**src/rtl/cpu_defs.sv**
```systemverilog
// cpu_defs: definitions shared by the result-bus (CDB) logic.
//   ROB_W / DATA_W : default ROB id and result widths
//   SRC_*          : producer indices on the CDB (ALU, load/store, branch)
//   SRC_W          : width of a producer index as seen on _cdb_src
package cpu_defs;

  localparam int ROB_W  = 5;
  localparam int DATA_W = 32;

  localparam int SRC_ALU = 0;
  localparam int SRC_LSB = 1;
  localparam int SRC_BR  = 2;

  localparam int NUM_SRC = SRC_BR + 1;
  localparam int SRC_W   = 2;

endpackage

```
**src/rtl/cdb_req_fifo.sv**
```systemverilog
// cdb_req_fifo: DEPTH-entry FIFO holding {rob_id, value} results of one
// producer while it waits for the broadcast bus.
//   clk_in, rst_in (async, active-low), rdy_in (freeze when low)
//   clear                      : synchronous flush, wins over push/pop
//   push, push_rob_id, push_value : enqueue request (dropped when full)
//   pop                        : dequeue the head entry
//   full, empty                : derived from the registered occupancy count
//   head_rob_id, head_value    : current head entry
module cdb_req_fifo #(
  parameter int DEPTH  = 2,
  parameter int ROB_W  = cpu_defs::ROB_W,
  parameter int DATA_W = cpu_defs::DATA_W
) (
  input  logic              clk_in,
  input  logic              rst_in,
  input  logic              rdy_in,
  input  logic              clear,
  input  logic              push,
  input  logic [ROB_W-1:0]  push_rob_id,
  input  logic [DATA_W-1:0] push_value,
  input  logic              pop,
  output logic              full,
  output logic              empty,
  output logic [ROB_W-1:0]  head_rob_id,
  output logic [DATA_W-1:0] head_value
);

  localparam int PTR_W = $clog2(DEPTH);
  localparam int CNT_W = PTR_W + 1;

  logic [ROB_W+DATA_W-1:0] mem [DEPTH];
  logic [PTR_W-1:0]        rd_ptr;
  logic [PTR_W-1:0]        wr_ptr;
  logic [CNT_W-1:0]        count;
  logic                    do_push;
  logic                    do_pop;

  assign full  = (count == CNT_W'(DEPTH));
  assign empty = (count == '0);

  // Full is judged on the pre-edge count, so a full FIFO cannot be refilled
  // in the same cycle it is popped.
  assign do_push = rdy_in && !clear && push && !full;
  assign do_pop  = rdy_in && !clear && pop && !empty;

  assign {head_rob_id, head_value} = mem[rd_ptr];

  always_ff @(posedge clk_in or negedge rst_in) begin
    if (!rst_in) begin
      rd_ptr <= '0;
      wr_ptr <= '0;
      count  <= '0;
    end else if (rdy_in) begin
      if (clear) begin
        rd_ptr <= '0;
        wr_ptr <= '0;
        count  <= '0;
      end else begin
        if (do_push) wr_ptr <= wr_ptr + PTR_W'(1);
        if (do_pop)  rd_ptr <= rd_ptr + PTR_W'(1);
        case ({do_push, do_pop})
          2'b10:   count <= count + CNT_W'(1);
          2'b01:   count <= count - CNT_W'(1);
          default: count <= count;
        endcase
      end
    end
  end

  // Storage needs no reset: entries are only read once count says valid.
  always_ff @(posedge clk_in) begin
    if (do_push) mem[wr_ptr] <= {push_rob_id, push_value};
  end

endmodule

```
**src/rtl/cdb_arbiter.sv**
```systemverilog
// cdb_arbiter: shares the single common data bus among NUM_REQ producers
// (0 = ALU, 1 = LSB, 2 = branch unit). Each producer feeds its own FIFO; a
// round-robin pick pops at most one head per cycle into a registered
// broadcast stage.
//   clk_in, rst_in (async, active-low), rdy_in (freeze when low)
//   _clear                        : synchronous flush of all FIFOs and the bus
//   _req_valid/_req_rob_id/_req_value : packed per-producer results
//   _req_full                     : per-producer back-pressure
//   _cdb_ready/_cdb_rob_id/_cdb_value : registered broadcast
//   _cdb_src                      : producer that won the current broadcast
module cdb_arbiter
  import cpu_defs::*;
#(
  parameter int NUM_REQ = NUM_SRC,
  parameter int DEPTH   = 2,
  parameter int ROB_W   = cpu_defs::ROB_W,
  parameter int DATA_W  = cpu_defs::DATA_W
) (
  input  logic                      clk_in,
  input  logic                      rst_in,
  input  logic                      rdy_in,
  input  logic                      _clear,
  input  logic [NUM_REQ-1:0]        _req_valid,
  input  logic [NUM_REQ*ROB_W-1:0]  _req_rob_id,
  input  logic [NUM_REQ*DATA_W-1:0] _req_value,
  output logic [NUM_REQ-1:0]        _req_full,
  output logic                      _cdb_ready,
  output logic [ROB_W-1:0]          _cdb_rob_id,
  output logic [DATA_W-1:0]         _cdb_value,
  output logic [SRC_W-1:0]          _cdb_src
);

  logic [NUM_REQ-1:0] fifo_empty;
  logic [NUM_REQ-1:0] pop_sel;
  logic [ROB_W-1:0]   head_rob [NUM_REQ];
  logic [DATA_W-1:0]  head_val [NUM_REQ];

  logic [SRC_W-1:0]   rr_ptr;
  logic [SRC_W-1:0]   rr_next;
  logic [SRC_W-1:0]   grant_idx;
  logic               grant_valid;
  logic [ROB_W-1:0]   sel_rob;
  logic [DATA_W-1:0]  sel_val;
  int                 cand;

  for (genvar k = 0; k < NUM_REQ; k++) begin : g_fifo
    assign pop_sel[k] = grant_valid && (grant_idx == SRC_W'(k));

    cdb_req_fifo #(
      .DEPTH  (DEPTH),
      .ROB_W  (ROB_W),
      .DATA_W (DATA_W)
    ) u_fifo (
      .clk_in      (clk_in),
      .rst_in      (rst_in),
      .rdy_in      (rdy_in),
      .clear       (_clear),
      .push        (_req_valid[k]),
      .push_rob_id (_req_rob_id[k*ROB_W +: ROB_W]),
      .push_value  (_req_value[k*DATA_W +: DATA_W]),
      .pop         (pop_sel[k]),
      .full        (_req_full[k]),
      .empty       (fifo_empty[k]),
      .head_rob_id (head_rob[k]),
      .head_value  (head_val[k])
    );
  end

  // Scan producers starting at rr_ptr; the first non-empty FIFO wins. Only
  // registered FIFO state is looked at, so a same-cycle push is not seen.
  always_comb begin
    grant_valid = 1'b0;
    grant_idx   = '0;
    cand        = 0;
    for (int i = 0; i < NUM_REQ; i++) begin
      cand = (int'(rr_ptr) + i) % NUM_REQ;
      if (!grant_valid && !fifo_empty[SRC_W'(cand)]) begin
        grant_valid = 1'b1;
        grant_idx   = SRC_W'(cand);
      end
    end
  end

  assign rr_next = (grant_idx == SRC_W'(NUM_REQ - 1)) ? '0 : grant_idx + SRC_W'(1);
  assign sel_rob = head_rob[grant_idx];
  assign sel_val = head_val[grant_idx];

  // Id and value registers hold when the bus is idle; only _cdb_ready drops.
  always_ff @(posedge clk_in or negedge rst_in) begin
    if (!rst_in) begin
      _cdb_ready  <= 1'b0;
      _cdb_rob_id <= '0;
      _cdb_value  <= '0;
      _cdb_src    <= '0;
      rr_ptr      <= '0;
    end else if (rdy_in) begin
      if (_clear) begin
        _cdb_ready <= 1'b0;
      end else if (grant_valid) begin
        _cdb_ready  <= 1'b1;
        _cdb_rob_id <= sel_rob;
        _cdb_value  <= sel_val;
        _cdb_src    <= grant_idx;
        rr_ptr      <= rr_next;
      end else begin
        _cdb_ready <= 1'b0;
      end
    end
  end

endmodule
```
**config.mk**
```make
export PLATFORM = sky130hd
export DESIGN_NAME = cdb_arbiter
export DESIGN_NICKNAME = d
export VERILOG_FILES = /design/src/rtl/cpu_defs.sv /design/src/rtl/cdb_req_fifo.sv /design/src/rtl/cdb_arbiter.sv
export SDC_FILE = /design/constraint.sdc
export NUM_CORES = 1
export LEC_CHECK = 0
export CAP_MARGIN = 20
export CORE_AREA = 2 2 147 149
export CTS_CLUSTER_DIAMETER = 200
export CTS_CLUSTER_SIZE = 30
export DETAILED_ROUTE_END_ITERATION = 7
export DIE_AREA = 0 0 149 151
export GPL_ROUTABILITY_DRIVEN = 1
export GPL_TIMING_DRIVEN = 0
export PLACE_DENSITY_LB_ADDON = 0.12
export SLEW_MARGIN = 20
export SYNTH_ARGS = -nofsm -noshare
export SYNTH_HDL_FRONTEND = slang
export SYNTH_SLANG_ARGS = --single-unit
export TNS_END_PERCENT = 10
```
**constraint.sdc**
```tcl
create_clock -name clk_in -period 4.4 [get_ports clk_in]
set_clock_uncertainty 0.2 [all_clocks]
set_input_delay 0.88 -clock clk_in [delete_from_list [all_inputs] [get_ports clk_in]]
set_output_delay 0.88 -clock clk_in [all_outputs]
set_load 0.02 [all_outputs]
```
==> reports/metrics.cfg <==
[timing]
finalWorstSetupSlack_ps=1270
tightest_slew_ps=919
finalHoldViolCount=0
finalSetupTns_ps=0
fmax_mhz=319
setup_viol=0
relSlewSlack_pct=38.7
min_period_over_period_pct=71.2
rsz0062_at_grt=no
fin_hold_ws_ps=86.4
maxSlewViolCount=0
min_period_ps=3130

[synth]
synth_seq_cells=276
yosys.area_share.simple_pct=6.59
synth_ff_type=edfxtp_1
ys_types=50
synth_compound_area_share_pct=7.29
synth-edff-count=222
avgSynthCellArea_um2=15.0
synth_area_um2=11100
synth_top_family_by_area=multiplexers
synth-xor-area-share_pct=0.475
synthArstFlopShare_pct=19.6
synthAdderAreaFrac_pct=0.226
ys_seq_area_share_pct=72.4
synth_mux_area_share_pct=10.5
synth.net_count=860
synth_cells=740
yosys_warnings=0

[setup_path]
cpMaxStageDelayCell=clkdlybuf4s50_1
cp-end-kind=primary output
start_kind=register
path_class=reg -> out
slowest_delay_ps=590
rr_worst_depth=10
r2r-start=rr_ptr[0]$_DFFE_PN0P_
endpoint=_req_full[1]
crit_required_ps=3320
critPathLaunch=g_fifo[1].u_fifo.count[0]$_DFFE_PN0P_
cp_max_fo=9
crit_chain=buf_2, inv_1, nand2_1, inv_1, buf_4, clkdlybuf4s50_1
arrival_ps=2050
r2r_slack_ps=1290
r2r_end=_cdb_value[24]$_DFFE_PN0P_
cp_common_cell=inv_1

[detailed_routing]
wl_per_cell_um=21.9
drc=0
drt_first_pass_iters=6
drtAntennaViolNets=0
routed_via_density=5.73
drt-total-wl_um=26500
drtIter0Drc=462
vias=6950

[floorplanning]
die_area_um2=22500
start_util_pct=53.2
chipWidth_um=149
ios=161
die_h_um=151
fp.coreArea_um2=20800
fp-row-count=53

[layout]
num-fill-cells=1546
layout_common_cells=edfxtp_1, clkdlybuf4s50_1, nand2_1
syn_to_final_growth_pct=23.5
nets=1050
fin_area_um2=13700
drive_above_1_share_pct=11.4
final_core_util_pct=65.7
final_common_cell=edfxtp_1

[global_route]
antenna_found_initial=1
grt-ovfl-total=0
grt_max_degree=34
grtUsageTotal_pct=23.3
grt_pass1_wl_um=39800
grt_pass1_vias=7334

[power]
p_leak_nw=4.73
peakVddDrop_mv=0.343
p_per_area_nw_per_um2=618

[place]
place.gp.congestion=0.839
hpwl_um=18900
numPortBuffers=158
dpl_worst_slack_ps=860
dpl_cell_area_um2=13300

[run_status]
outcome=completed

[clock_tree]
clkTransAtPathRegs_ps=110
ctsRootBufferMaster=clkbuf_16
htree_num_levels=1
clock_path_buffers=3
cts_hold_buffers=0
clk_latency_ps=490
numCtsBuffers=13
post_cts_resize_count=0
tritoncts=built
cts.sinks=276
post-cts-setup-buffers=0

[min_path]
min-delay-path-class=in -> async

[flow_run]
maxCapViolations=0

through the flow:
step / std cells / power [mW]
2_1_floorplan: 740 / 5.74
3_5_place_dp: 1190 / 7.14
5_1_grt: 1212 / 8.89
4_1_cts: 1211 / 8.49
6_report: 1212 / 8.45
3_3_place_gp: 1173 / 6.98
flip-flops by register name, summed over array words and instances, names as in the netlist:
signal / count
g_fifo.u_fifo.wr_ptr: 3
rr_ptr: 2
g_fifo.u_fifo.count: 6
g_fifo.u_fifo.rd_ptr: 3
_cdb_src: 2
_cdb_value: 32
_cdb_rob_id: 5
g_fifo.u_fifo.mem: 222
_cdb_ready: 1
worst max-delay path, delay by kind of cell, from the launching register on:
family / cells / cell delay [ps]
buf+inv: 5 / 1050
flops: 1 / 380
simple gates: 1 / 130
worst min path at each step:
stage               cells after the start                    endpoint                 startpoint
floorplan                               2       rr_ptr[0]$_DFFE_PN0P_      rr_ptr[0]$_DFFE_PN0P_
global placement                        2   _cdb_value[6]$_DFFE_PN0P_  _cdb_value[6]$_DFFE_PN0P_
detailed placement                      2   _cdb_value[5]$_DFFE_PN0P_  _cdb_value[5]$_DFFE_PN0P_
CTS                                     1  _cdb_value[27]$_DFFE_PN0P_                     rst_in
global route                            1  _cdb_value[27]$_DFFE_PN0P_                     rst_in
finish                                  1  _cdb_value[27]$_DFFE_PN0P_                     rst_in
layer usage:
layer  GRT usage [%]  vias up  part of all wire, %
li1                -     3153                    -
met1            30.6     3513                   42
met2            40.5      244                   50
met3            3.73       40                  6.1
met4            6.71        0                  1.8
met5               0        -                    0
layout make-up:
cell class,count,area (um2),area share (%)
sequential,276,8020,58.6
multi-input combinational,403,2810,20.6
timing repair buffer,175,1830,13.4
clock buffer,20,352,2.57
tap,275,344,2.52
buffer,48,233,1.70
inverter,13,48.8,0.357
clock inverter,1,30.0,0.220
antenna,1,2.50,0.0183
power breakdown:
part | internal (mW) | switching, mW | leakage [nW]
clock | 0.576 | 0.788 | 0.180
combinational | 1.52 | 2.23 | 1.85
sequential | 3.17 | 0.173 | 2.70
total | 5.26 | 3.19 | 4.73
kinds of logic after synthesis:
logic type / Yosys count
and+or+nand+nor: 170
AOI/OAI and AO/OA: 114
buffers and inverters: 61
xor gates and xnor gates: 6
DFF: 276
adders and majority gates: 2
muxes: 111
cells in the mapped netlist (2+ instances only):
| cell type | number | area [um2] |
|---|---|---|
| buf_4 | 7 | 52.6 |
| inv_1 | 12 | 45.0 |
| nor3_1 | 5 | 25.0 |
| nand2b_1 | 4 | 25.0 |
| buf_2 | 14 | 70.1 |
| dfrtp_1 | 54 | 1350 |
| nor3b_1 | 2 | 15.0 |
| o21ai_0 | 44 | 220 |
| a32oi_1 | 38 | 333 |
| ha_1 | 2 | 25.0 |
| a211o_1 | 5 | 43.8 |
| edfxtp_1 | 222 | 6670 |
| a31oi_1 | 2 | 12.5 |
| a211oi_1 | 2 | 15.0 |
| mux2i_1 | 74 | 741 |
| o211ai_1 | 2 | 15.0 |
| and2_1 | 2 | 12.5 |
| nand3_1 | 6 | 30.0 |
| mux2_2 | 37 | 417 |
| clkbuf_1 | 24 | 90.1 |
| xnor2_1 | 5 | 43.8 |
| a21oi_1 | 8 | 40.0 |
| nor2_1 | 18 | 67.6 |
| nand2_1 | 122 | 458 |
| o22ai_1 | 4 | 25.0 |
(Power assumes the default switching activity.)
